`src/rtl/fetch_stage.sv`:
```
// fetch_stage: instruction fetch for the RISC-V core.
// Keeps the fetch PC and issues one instruction-memory read per cycle.
// Returned instructions land in a 2-entry FIFO, so decode can stall
// without losing data.
// Ports:
//   clk, rst_n            clock, asynchronous active-low reset
//   redirect_i            flush and restart fetch at redirect_pc_i
//   redirect_pc_i         new PC from the target mux; bits [1:0] are ignored
//   imem_req_o            read request this cycle (always accepted)
//   imem_addr_o           read address (current fetch PC)
//   imem_rdata_i          instruction returned one cycle after a request
//   if_valid_o            FIFO head holds a valid instruction
//   if_ready_i            decode accepts the head this cycle
//   if_pc_o, if_instr_o   head PC and instruction (0 when empty)
module fetch_stage #(
  parameter int             DW       = 32,
  parameter logic [DW-1:0]  RESET_PC = '0
) (
  input  logic          clk,
  input  logic          rst_n,
  input  logic          redirect_i,
  input  logic [DW-1:0] redirect_pc_i,
  output logic          imem_req_o,
  output logic [DW-1:0] imem_addr_o,
  input  logic [DW-1:0] imem_rdata_i,
  output logic          if_valid_o,
  input  logic          if_ready_i,
  output logic [DW-1:0] if_pc_o,
  output logic [DW-1:0] if_instr_o
);

  logic [DW-1:0] fetch_pc;
  logic          inflight;
  logic [DW-1:0] inflight_pc;
  logic [DW-1:0] fifo_pc    [2];
  logic [DW-1:0] fifo_instr [2];
  logic          rd_ptr;
  logic          wr_ptr;
  logic [1:0]    count;

  logic          pop;
  logic          push;
  logic          req;
  logic [2:0]    occ;

  assign pop  = (count != 2'd0) & if_ready_i;
  // A response is present whenever a request went out last cycle;
  // a redirect in the same cycle discards it.
  assign push = inflight & ~redirect_i;

  // Occupancy after this cycle, counting the in-flight read as a reserved
  // slot. Never negative: pop implies count >= 1.
  assign occ = {1'b0, count} + {2'b00, inflight} - {2'b00, pop};
  assign req = rst_n & ~redirect_i & (occ < 3'd2);

  assign imem_req_o  = req;
  assign imem_addr_o = fetch_pc;
  assign if_valid_o  = (count != 2'd0);
  // Zero outputs when empty, so they read 0 while held in reset.
  assign if_pc_o     = if_valid_o ? fifo_pc[rd_ptr]    : '0;
  assign if_instr_o  = if_valid_o ? fifo_instr[rd_ptr] : '0;

  // ---- request stage: PC and in-flight tracking ----
  always_ff @(posedge clk or negedge rst_n) begin
    if (!rst_n) begin
      fetch_pc <= RESET_PC;
      inflight <= 1'b0;
    end else if (redirect_i) begin
      fetch_pc <= {redirect_pc_i[DW-1:2], 2'b00};
      inflight <= 1'b0;
    end else begin
      inflight <= req;
      if (req) fetch_pc <= fetch_pc + DW'(4);
    end
  end

  always_ff @(posedge clk) begin
    if (req) inflight_pc <= fetch_pc;
  end

  // ---- response stage: FIFO control ----
  always_ff @(posedge clk or negedge rst_n) begin
    if (!rst_n) begin
      rd_ptr <= 1'b0;
      wr_ptr <= 1'b0;
      count  <= 2'd0;
    end else if (redirect_i) begin
      rd_ptr <= 1'b0;
      wr_ptr <= 1'b0;
      count  <= 2'd0;
    end else begin
      if (pop)  rd_ptr <= ~rd_ptr;
      if (push) wr_ptr <= ~wr_ptr;
      case ({push, pop})
        2'b10:   count <= count + 2'd1;
        2'b01:   count <= count - 2'd1;
        default: count <= count;
      endcase
    end
  end

  always_ff @(posedge clk) begin
    if (push) begin
      fifo_pc[wr_ptr]    <= inflight_pc;
      fifo_instr[wr_ptr] <= imem_rdata_i;
    end
  end

endmodule

```
`config.mk`:
```
export PLATFORM = sky130hd
export DESIGN_NAME = fetch_stage
export DESIGN_NICKNAME = d
export VERILOG_FILES = /design/src/rtl/fetch_stage.sv
export SDC_FILE = /design/constraint.sdc
export NUM_CORES = 1
export LEC_CHECK = 0
export CAP_MARGIN = 5
export CORE_ASPECT_RATIO = 1.4
export CORE_MARGIN = 4
export CORE_UTILIZATION = 45
export DETAILED_ROUTE_END_ITERATION = 6
export HOLD_SLACK_MARGIN = 0.15
export MAX_ROUTING_LAYER = met4
export PLACE_DENSITY = 0.75
export SLEW_MARGIN = 20
export SYNTH_ARGS = -nofsm -noshare
export SYNTH_HDL_FRONTEND = slang
export SYNTH_SLANG_ARGS = --single-unit
```
`constraint.sdc`:
```
create_clock -name clk -period 5.2 [get_ports clk]
set_clock_uncertainty 0.1 [all_clocks]
set_input_delay 0.52 -clock clk [delete_from_list [all_inputs] [get_ports clk]]
set_output_delay 0.52 -clock clk [all_outputs]
set_load 0.02 [all_outputs]
```
-- Word-level counts from Yosys, hierarchy flattened
Memories as Yosys holds them, arrays and structs flattened.
Index checks and enable logic that the tools add are counted.
- flip-flop bits (word level): 69
- latch bits: 0
- memory bits (writable): 128
- bits in read-only memories: 0
- input bits: 68
- output and inout port bits: 98
- word-level logic and storage cells: 41
- memories: 2
- memories (name ; words ; bits a word ; rd ports ; clocked after memory_dff ; wr ports ; RTL line ; text):
    fifo_instr ; 2 ; 32 ; 1 ; 0 ; 1 ; 36 ; logic [DW-1:0] fifo_instr [2];
    fifo_pc ; 2 ; 32 ; 1 ; 0 ; 1 ; 35 ; logic [DW-1:0] fifo_pc [2];
- add/subtract/negate cells: 5
- multipliers: 0
- div/mod/pow operators: 0
- magnitude comparators: 1
- equality and inequality tests: 2
- shift operators: 0
- mux-type cells: 13
- bitwise operators: 7
- reduce and logical (&&, ||, !) cells: 5
- operator list (cell ; count):
    32-bit 2-to-1 mux ; 4
    32-bit by 3-bit adder with 32-bit output, second input constant ; 1
    2-bit nonzero test ; 4
    1-bit 2-to-1 mux ; 7
    1-bit AND ; 4
    2-bit one-hot mux with 2 select lines ; 1
    2-bit by 1-bit adder with 3-bit output ; 1
    3-bit by 2-bit < comparator with 1-bit output, second input constant ; 1
    1-bit inverter ; 3
    3-bit nonzero test ; 1
    3-bit by 1-bit subtractor with 3-bit output ; 1
    2-bit by 1-bit adder with 2-bit output, second input constant ; 1
    2-bit by 1-bit == test with 1-bit output, second input constant ; 1
    2-bit == test, second input constant ; 1
    2-bit 2-to-1 mux ; 1
    2-bit by 1-bit subtractor with 2-bit output, second input constant ; 1

-- Depth between registers and ports, before layout
Gate-level depths: netlist of run 1.
- depth in word-level cells: 7
- mapped depth: 10
- depth with buffers taken out: 8

-- Worst setup path before layout of run 1
OpenSTA, ideal clock, no wires.
- path kind: input -> register
- start point: input port redirect_i
- end point: memory fifo_instr[0][0] (enable)
- setup time: 0.571 ns
- arrival time: 5.496 ns
- path slack: -0.967 ns
- stages on the path: 3
- path buffers: 2
- cells stage by stage: clkbuf_1 > clkbuf_1 > nor3b_1
- longest elaborated chain between the ends: 4
- ends and longest elaborated chain (what ; RTL line ; text):
    from (decl) ; 21 ; input logic redirect_i,
    1-bit inverter ; 49 ; assign push = inflight & ~redirect_i;
    1-bit AND ; 49 ;
    1-bit 2-to-1 mux ; 103 ; if (push) begin
    1-bit 2-to-1 mux (implied by the code) ; 105 ; fifo_instr[wr_ptr] <= imem_rdata_i;
    to (decl) ; 36 ;
No other way between the ends.

-- Worst setup path after layout of run 1
- start point: input port if_ready_i
- end point: output port imem_req_o
- longest elaborated chain between the ends: 4
- ends and longest elaborated chain (what ; RTL line ; text):
    from (decl) ; 27 ; input logic if_ready_i,
    1-bit AND ; 46 ; assign pop = (count != 2'd0) & if_ready_i;
    3-bit by 1-bit subtractor with 3-bit output ; 53 ; assign occ = {1'b0, count} + {2'b00, inflight} - {2'b00, pop};
    3-bit by 2-bit < comparator with 1-bit output ; 54 ; assign req = rst_n & ~redirect_i & (occ < 3'd2);
    1-bit AND ; 54 ;
    to (decl) ; 23 ; output logic imem_req_o,
No other way between the ends.

==> metrics.md, run 1 <==
| Metric | Value |
|---|---|
| Internal power | 0.00258 W |
| Clk pin slew, worst setup/hold paths | 0.07 ns |
| Final setup margin | 1.27 ns |
| H-tree depth | 4 |
| Dominant cell type by area after synthesis | edfxtp_1 |
| Slew headroom | 0.263 |
| Clock Latency Late Sink | 0.42 ns |
| Layout cells sized above 1 | 0.0729 |
| Routed Antenna Nets | 0 |
| Min Tclk post-route | between 3 and 4 ns |
| Crit path from | if_ready_i |
| N_diodes | 0 |
| Setup crit start kind | input port |
| Count of cell types in the netlist | 49 |
| Sw power | around 0.00086 W |
| Die area | 19500 um2 |
| Setup tns final | 0 ns |
| Worst slack, placed | ~1.3 ns |
| Seq/Total Area, Yosys | 0.707 |
| Post-cts resize count | 0 |
| First-pass GRT wire length | 26.0 mm |
| GRT Resource Usage Total | 0.177 |
| FF+latch count, synth | 189 |
| FF-to-FF Start | count[1] |
| Power Density | 337 nW/um2 |
| Slew @ Worst Pin | around 1.1 ns |
| Largest net degree at the start of global routing | 64 |
| FP Rows | 56 |
| Synth Area in Simple Gates | 0.121 |
| Post-route cell area | 10200 um2 |
| Initial DRC count | around 270 |
| Routed via count | between 4k and 5k |
| Nets | 770 |
| Placement Cell Area | 9580 um2 |
| Remaining Overflow, GRT | 0 |
| Multiplexer share of the synthesized area | 0.0811 |
| HP Class | reg -> reg |
| Hold Buf Count CTS | 1 |
| Max incr delay on CP | 0.69 ns |
| Complex-gate fraction of the synthesized area | 0.0444 |
| Largest family of logic cells by synthesized area | simple AND/OR/NAND/NOR gates |
| Post-synthesis instance total | between 500 and 600 |
| WP data arrival | 3.31 ns |
| Hold Startpoint | inflight_pc[21] |
| Highest-delay cell along the critical path | clkdlybuf4s50_1 |
| CP endpoint kind | output pin |
| DR WL/cell | roughly 18 um |
| Syn Std Cell Area | 7780 um2 |
| Fillers | ~1.3k |
| Combinational cell fraction of total power | 0.111 |
| Die extent in x | 119 um |
| Placeable Area | 16900 um2 |
| Clock share of power | 0.371 |
| Critical path type | in -> out |
| Via density | 5.23 |
| IO Pins | 166 |
| Initial Util | 0.461 |
| Initial antenna violation count | 0 |
| CTS Buf Count | 17 |
| P_leak | approximately 3.4 nW |
| Die height | about 160 um |
| CTS Buffer Depth | 2 |
| Post-CTS Repair Setup Buffers | 0 |
| Switch share | 0.249 |
| Vias in the first global route | 5148 |
| Largest cells by area after synthesis | edfxtp_1 59%, dfrtp_1 11%, mux2i_1 8.1% |
| Final setup viols | 0 |
| Root Driver | clkbuf_16 |
| Routed WL | around 17 mm |
| IO Port Bufs | 159 |
| Ys flop type | edfxtp_1 |
| Yosys warns | 0 |
| Detailed Place HPWL | 11.6 mm |
| Number of remaining DRC errors | 0 |
| Slew Viols, Final | 0 |
| DR pass1 iterations | 4 |
| # clock sinks | 189 |
| Yosys top cell area share | 0.594 |
| Most frequent cells in the layout | 158 x clkdlybuf4s50_1, 154 x edfxtp_1, 83 x nor2_1, 63 x mux2i_1, 34 x dfrtp_1 |
| Placer Congestion | between 0.8 and 0.9 |
| Synth Area in Adders | 0.00418 |
| Fin crit share | 0.756 |
| Peak fanout along the critical path | 4 |
| Async S/R FF share, synth | 0.185 |
| Synth Area in XOR/XNOR | 0.0167 |
| Worst EP required | 4.58 ns |
| Crit-path cells | clkdlybuf4s50_1 > and3b_1 > a21o_1 > nand2_1 > fa_1 > nand2_1 > nor3_2 > clkdlybuf4s50_1 |
| Max Cap Viol | 0 |
| Area delta synth->final | 31.0% |
| Outcome | finished, final reports clean |
| TritonCTS clock tree | yes |
| Buf/Inv on CP | 2 |
| Peak supply drop | roughly 0.19 mV |
| Register share of total power | 0.518 |
| Fmax | 0.254 GHz |
| RSZ-0062 raised after global routing | false |
| Commonest non-fill, non-tap cell in the layout | clkdlybuf4s50_1 |
| Post-synth EDFFs | 154 |
| Fin. Hold Viols | 0 |
| Mean Syn Cell Area | 14.3 um2 |
| Total power | ~0.0034 W |
| Crit path max-delay family | buffers and inverters |
[sequential cells by signal, summed over array words and instances (netlist names)]
name / flops
fifo_instr: 64
fifo_pc: 60
imem_addr_o: 30
inflight_pc: 30
count: 2
inflight: 1
rd_ptr: 1
wr_ptr: 1
[path summary, 6_finish.rpt]
check	to	slack, ns	depth (start not counted)
max in group asynchronous	rd_ptr	3.70	2
min in group asynchronous	imem_addr_o[2]	0.65	2
max reg2reg	imem_addr_o[19]	1.74	8
min	fifo_pc[1][21]	0.34	0
min reg2reg	fifo_pc[1][21]	0.34	0
max	imem_req_o	1.27	8
[cell usage after synthesis (2+ instances only)]
cell,instances
o21ai_0,16
a31oi_1,16
buf_4,6
and4_1,8
buf_6,2
edfxtp_1,154
xor2_1,7
dfrtp_1,35
o211ai_1,2
o31ai_1,12
clkbuf_1,15
nand3_1,15
nor3_1,3
a21oi_1,2
nor2_1,84
inv_1,3
nand2_1,21
mux2i_1,63
and2_1,3
or4_1,13
or4b_1,3
nor4b_1,2
xnor2_1,6
nand2_2,2
nor2b_1,2
buf_2,10
or3_1,4
and3_1,3
nand4_1,13
[cell type report]
cell class	instances	area [um2]	share of cell area
Multi-Input combinational cell	321	2120	0.208
Inverter	4	15.0	0.00147
Timing Repair Buffer	167	1660	0.163
Clock inverter	15	174	0.0171
Clock buffer	17	425	0.0417
Tap cell	232	290	0.0285
Sequential cell	189	5500	0.540
[power groups by stage]
stage          sequential (W)  clock, W  combinational [W]
2_1_floorplan         0.00181         0           0.000180
3_3_place_gp          0.00181         0           0.000376
3_5_place_dp          0.00182         0           0.000384
4_1_cts               0.00178   0.00131           0.000387
5_1_grt               0.00179   0.00137           0.000409
6_report              0.00178   0.00128           0.000381
[per-layer routing]
metal	share of wire	vias to the layer above	global-route usage
met5	0	-	-
met4	0.031	0	0.0975
met3	0.044	31	0.0284
met2	0.54	161	0.309
met1	0.39	2390	0.191
li1	-	2356	-
[worst register-to-register path, cell delays in order, from the launching register on]
cell and delay, ns:
dfrtp_1 0.59, and3b_1 0.28, a21o_1 0.13, nand2_1 0.08
fa_1 0.45, xnor2_2 0.54, nand3_1 0.46, or4_1 0.58
a31oi_1 0.18
[stage by stage]
step                      hold WS (ns)  cells   util
after detailed placement         0.331    912  0.568
final                            0.345    945  0.604
after global routing             0.353    945  0.604
after CTS                        0.345    945  0.604
after floorplan                  0.124    548      -
after global placement           0.324    912  0.568
[kinds of logic (layout without fill, tap and decap cells)]
group           Yosys count  after routing
mux                      63             63
fa+ha+maj                 2              2
other cells               1              4
compound gates           54             54
xor+xnor                 14             14
buf+inv                  38            203
flops                   189            189
simple gates            184            184
Power figures use the tool's default switching activity.
==> inputs of run 2 (changes only) <==
clock period = 3.43 ns   (was 5.2 ns; I/O delays follow)
==> metrics.md, run 2 (synthesized netlist as in run 1, its figures left out) <==
| Metric | Value |
|---|---|
| Placeable Area | 16900 um2 (unchanged) |
| Crit-path cells | and3b_1 > a21o_1 > nand2_1 > fa_1 > nand2_1 > nor3_4 > dlymetal6s2s_1 |
| Clock Latency Late Sink | 0.43 ns (about the same) |
| Hold WS | 0.175 ns (-0.170 ns) |
| Min Tclk post-route | 2.97 ns |
| Layout cells sized above 1 | 0.0843 (+0.0113) |
| Slew @ Worst Pin | 0.584 ns (-0.522 ns) |
| Setup tns final | 0 ns (unchanged) |
| CTS Buf Count | 17 (unchanged) |
| Fin crit share | 0.866 |
| Die area | 19500 um2 (unchanged) |
| WP data arrival | 2.53 ns (-0.78 ns) |
| Final setup viols | 0 (unchanged) |
| Fmax | 0.337 GHz |
| Initial antenna violation count | 0 (unchanged) |
| # clock sinks | 189 (unchanged) |
| Clk pin slew, worst setup/hold paths | 0.07 ns (about the same) |
| IO Pins | 166 (unchanged) |
| Met2 Track Usage GR | 0.321 (+0.0113) |
| Crit path max-delay family | simple AND/OR/NAND/NOR gates |
| Max incr delay on CP | 0.52 ns (-0.17 ns) |
| Setup crit start kind | register |
| Peak supply drop | 0.211 mV (+9.8%) |
| CTS Buffer Depth | 2 (unchanged) |
| Met1 Resource Use GR | 0.206 (+0.0150) |
| Top Registers | fifo_instr: 64 flops, fifo_pc: 60 flops |
| RSZ-0062 raised after global routing | false |
| Routed Antenna Nets | 0 (unchanged) |
| FP Rows | 56 (unchanged) |
| Most frequent cells in the layout | 157 x clkdlybuf4s50_1, 154 x edfxtp_1, 83 x nor2_1, 63 x mux2i_1, 34 x dfrtp_1 |
| Peak fanout along the critical path | 6 (+2) |
| Remaining Overflow, GRT | 0 (unchanged) |
| H-tree depth | 4 (unchanged) |
| GR Layer Usage met3 | 0.0298 (+0.00139) |
| Max FFs per register | 64 (unchanged) |
| HP Class | in -> async |
| Nets | 781 (+1.4%) |
| Critical path type | reg -> out |
| Vias in the first global route | 5167 (+0.37%) |
| IO Port Bufs | 159 (unchanged) |
| Post-CTS Repair Setup Buffers | 0 (unchanged) |
| Cells on worst reg2reg path | 9 (+1) |
| Max Cap Viol | 0 (unchanged) |
| Routed via count | 4975 (+0.75%) |
| Outcome | finished, final reports clean |
| Most frequent CP cell | nand2_1 |
| Commonest non-fill, non-tap cell in the layout | clkdlybuf4s50_1 |
| N_diodes | 0 (unchanged) |
| Placer Congestion | 0.875 (+6.0%) |
| Buf/Inv on CP | 1 (-1) |
| Highest-delay cell along the critical path | fa_1 |
| DR pass1 iterations | 4 (unchanged) |
| Die extent in x | 119 um (unchanged) |
| First-pass GRT wire length | 27.0 mm (+3.7%) |
| Slew headroom | 0.611 (+0.348) |
| P_leak | 3.42 nW (+1.8%) |
| Largest net degree at the start of global routing | 64 (unchanged) |
| Power Density | 499 nW/um2 (+48%) |
| Initial DRC count | 332 (+22%) |
| Number of remaining DRC errors | 0 (unchanged) |
| Reg with most FFs | fifo_instr |
| CP endpoint kind | output pin |
| Area delta synth->final | 31.9% |
| DR WL/cell | 17.8 um (+1.2%) |
| Cell depth of the worst setup path | 7 (-1) |
| TritonCTS clock tree | yes |
| Root Driver | clkbuf_16 |
| Detailed Place HPWL | 11.8 mm (+1.3%) |
| Gr busiest metal | met2 |
| Routed WL | 17.0 mm (+2.3%) |
| Worst EP required | 2.99 ns (-1.59 ns) |
| Slew Viols, Final | 0 (unchanged) |
| GRT Resource Usage Total | 0.183 (+0.00661) |
| Initial Util | 0.461 (unchanged) |
| Fin. Hold Viols | 0 (unchanged) |
| Die height | 164 um (unchanged) |
| Via density | 5.20 (-0.41%) |
| Fillers | 1333 (+1.2%) |
## run 2: final timing paths
path	startpoint	end	slack (ns)
worst max-delay path	count[0]	imem_req_o	0.46
worst min-delay path	rst_n	imem_addr_o[13]	0.18
worst max register to register	count[0]	imem_addr_o[19]	0.47
worst min register to register	inflight_pc[20]	fifo_pc[1][20]	0.34
max in group asynchronous	rst_n	rd_ptr	2.36
min in group clk	inflight_pc[20]	fifo_pc[1][20]	0.34
## run 2: report_power, final
part | leakage [nW] | switching, W | internal, W
Sequential | 1.82 | 0.0000970 | 0.00259
Combinational | 1.33 | 0.000316 | 0.000288
Clock | 0.276 | 0.000874 | 0.000957
Total | 3.42 | 0.00129 | 0.00384
## run 2: cell type report
class	count	area [um2]	share of cell area
tap	232	290	0.0283
inverter	4	15.0	0.00146
clock inverter	14	125	0.0122
timing repair buffer	178	1770	0.173
sequential	189	5500	0.536
multi-input combinational	321	2130	0.207
clock buffer	18	429	0.0418
## run 2: layer usage
layer | part of all wire | up-vias
li1 | - | 2375
met1 | 0.39 | 2427
met2 | 0.55 | 145
met3 | 0.037 | 28
met4 | 0.024 | 0
met5 | 0 | -
## run 2: metrics by stage
stage	cells	utilization	total power, W	area, um2	setup WS [ns]
after detailed placement	923	0.574	0.00335	9700	0.0777
after CTS	956	0.608	0.00517	10300	0.0239
final	956	0.608	0.00513	10300	0.460
after global routing	956	0.608	0.00532	10300	0.220
after floorplan	548	-	0.00302	7810	0.431
after global placement	923	0.574	0.00333	9700	0.0965
## run 2: what timing repair did
item	CTS	global route
hold endpoints to repair	35	0
hold buffers	1	0
gates resized for setup	0	1
endpoints found under the setup margin	0	1
==> inputs of run 3 (changes only) <==
CTS_BUF_LIST = sky130_fd_sc_hd__clkbuf_2 sky130_fd_sc_hd__clkbuf_4 sky130_fd_sc_hd__clkbuf_8   (was default)
==> metrics.md, run 3 (synthesized netlist as in run 1, its figures left out) <==
| Metric | Value |
|---|---|
| H-tree depth | 4 (unchanged) |
| Remaining Overflow, GRT | 0 (unchanged) |
| # clock sinks | 189 (unchanged) |
| Max FFs per register | 64 (unchanged) |
| Die area | 19500 um2 (unchanged) |
| Die extent in x | 119 um (unchanged) |
| Switch share | 0.263 (+0.0116) |
| Outcome | finished, final reports clean |
| DR WL/cell | 17.7 um (-0.29%) |
| Highest-delay cell along the critical path | fa_1 |
| Register share of total power | 0.580 (+0.055) |
| Hold Path Stages | 3 |
| Fmax | 0.326 GHz (-3.2%) |
| Clock share of power | 0.290 (-0.067) |
| Sw power | 0.00122 W (-5.3%) |
| GRT Resource Usage Total | 0.180 (-0.00314) |
| Root Driver | clkbuf_8 |
| Routed Antenna Nets | 0 (unchanged) |
| WP data arrival | 2.63 ns (+0.10 ns) |
| Via density | 5.20 (about the same) |
| Layout cells sized above 1 | 0.0855 (+0.00126) |
| Max incr delay on CP | 0.52 ns (about the same) |
| Peak supply drop | 0.226 mV (+7.2%) |
| Detailed Place HPWL | 11.8 mm (unchanged) |
| Slew Viols, Final | 0 (unchanged) |
| Setup crit start kind | register |
| Placer Congestion | 0.875 (unchanged) |
| HP Class | in -> reg |
| Peak fanout along the critical path | 6 (unchanged) |
| Max Cap Viol | 0 (unchanged) |
| Most frequent cells in the layout | 157 x clkdlybuf4s50_1, 154 x edfxtp_1, 83 x nor2_1, 63 x mux2i_1, 34 x dfrtp_1 |
| Area delta synth->final | 29.6% |
| Final setup viols | 0 (unchanged) |
| Largest net degree at the start of global routing | 64 (unchanged) |
| CTS Buffer Depth | 2 (unchanged) |
| Clock Latency Late Sink | 0.44 ns (about the same) |
| Placeable Area | 16900 um2 (unchanged) |
| Reg with most FFs | fifo_instr |
| Number of remaining DRC errors | 0 (unchanged) |
| Initial DRC count | 403 (+21%) |
| Fin crit share | 0.895 (+0.0291) |
| Crit path max-delay family | simple AND/OR/NAND/NOR gates |
| Die height | 164 um (unchanged) |
| Power Density | 460 nW/um2 (-7.9%) |
| CTS Buf Count | 17 (unchanged) |
| Slew @ Worst Pin | 0.583 ns (-0.000541 ns) |
| Top Registers | fifo_instr: 64 flops, fifo_pc: 60 flops |
| Most frequent CP cell | nand2_1 |
| Initial Util | 0.461 (unchanged) |
| Combinational cell fraction of total power | 0.131 (+0.013) |
| RSZ-0062 raised after global routing | false |
| Initial antenna violation count | 0 (unchanged) |
| Buf/Inv on CP | 1 (unchanged) |
| FP Rows | 56 (unchanged) |
| Clk pin slew, worst setup/hold paths | 0.10 ns (+0.03 ns) |
| Critical path type | reg -> out |
| Routed via count | 4978 (+0.060%) |
| IO Pins | 166 (unchanged) |
| Vias in the first global route | 5156 (-0.21%) |
| Crit-path cells | and3b_1 > a21o_1 > nand2_1 > fa_1 > nand2_1 > nor3_4 > dlygate4sd2_1 |
| Nets | 782 (+0.13%) |
| TritonCTS clock tree | yes |
| CP endpoint kind | output pin |
| Fin. Hold Viols | 0 (unchanged) |
| N_diodes | 0 (unchanged) |
| Hold WS | 0.350 ns (+0.175 ns) |
| Cells on worst reg2reg path | 9 (unchanged) |
| Min Tclk post-route | 3.07 ns (+0.0998 ns) |
| First-pass GRT wire length | 26.7 mm (-0.92%) |
| P_leak | 3.33 nW (-2.7%) |
| Slew headroom | 0.611 (about the same) |
| Routed WL | 16.9 mm (-0.19%) |
| Commonest non-fill, non-tap cell in the layout | clkdlybuf4s50_1 |
| Internal power | 0.00342 W (-11%) |
| Worst EP required | 2.99 ns (about the same) |
| Setup tns final | 0 ns (unchanged) |
| Final core occ | 0.597 (-0.0107) |
| DR pass1 iterations | 4 (unchanged) |
| Cell depth of the worst setup path | 7 (unchanged) |
| IO Port Bufs | 159 (unchanged) |
-- run 3: cell count changes in the layout (fill, tap and decap cells not counted), sizes merged --
cell and change:
dlygate4sd2 +1, dlymetal6s2s -1, dlygate4sd3 +1
-- run 3: area by class of cell --
type / instances / area, um2
repair buffers: 179 / 1780
multi-input cells: 321 / 2130
fillers: 1356 / 6800
flip-flops and latches: 189 / 5500
clock buffers: 18 / 241
clock inverters: 14 / 125
inverters: 4 / 15.0
well taps: 232 / 290
-- run 3: layer usage --
| layer | track usage | share of wire | vias to the layer above |
|---|---|---|---|
| li1 | - | - | 2382 |
| met1 | 0.204 | 0.40 | 2426 |
| met2 | 0.320 | 0.54 | 146 |
| met3 | 0.0284 | 0.035 | 24 |
| met4 | 0.0712 | 0.024 | 0 |
| met5 | - | 0 | - |
-- run 3: path summary, 6_finish.rpt --
kind / from / endpoint / slack (ns)
worst max-delay path: count[0] / imem_req_o / 0.36
worst min-delay path: redirect_pc_i[8] / imem_addr_o[8] / 0.35
worst max register to register: count[0] / imem_addr_o[19] / 0.43
worst min register to register: inflight_pc[17] / fifo_pc[1][17] / 0.35
max in group asynchronous: rst_n / imem_addr_o[5] / 2.28
min in group asynchronous: rst_n / imem_addr_o[8] / 0.46
-- run 3: power groups by stage --
stage	logic, W	registers, W	clock network (W)
2_1_floorplan	0.000275	0.00274	0
3_3_place_gp	0.000596	0.00273	0
3_5_place_dp	0.000609	0.00274	0
4_1_cts	0.000614	0.00269	0.00138
5_1_grt	0.000650	0.00270	0.00147
6_report	0.000605	0.00269	0.00134
-- run 3: through the flow --
step / std cells / total power, W / worst slack, ns / instance area (um2)
global placement: 923 / 0.00333 / 0.0965 / 9700
CTS: 957 / 0.00468 / 0.281 / 10100
finish: 957 / 0.00464 / 0.360 / 10100
global route: 957 / 0.00483 / 0.162 / 10100
floorplan: 548 / 0.00302 / 0.431 / 7810
detailed placement: 923 / 0.00335 / 0.0777 / 9700
-- run 3: worst reg2reg max path: stages, from the launching register on --
cell and delay, ns:
dfrtp_1 0.47, and3b_1 0.29, a21o_1 0.13, nand2_1 0.07, fa_1 0.52, buf_4 0.12
and2_1 0.18, nand3_1 0.30, or4_1 0.56, a31oi_1 0.17
-- run 3: repair_timing --
action	4_1_cts	5_1_grt
endpoints found under the hold margin	35	0
hold buffers	2	0
setup endpoints to repair	1	0
resized for setup	1	0
setup buffers	0	0
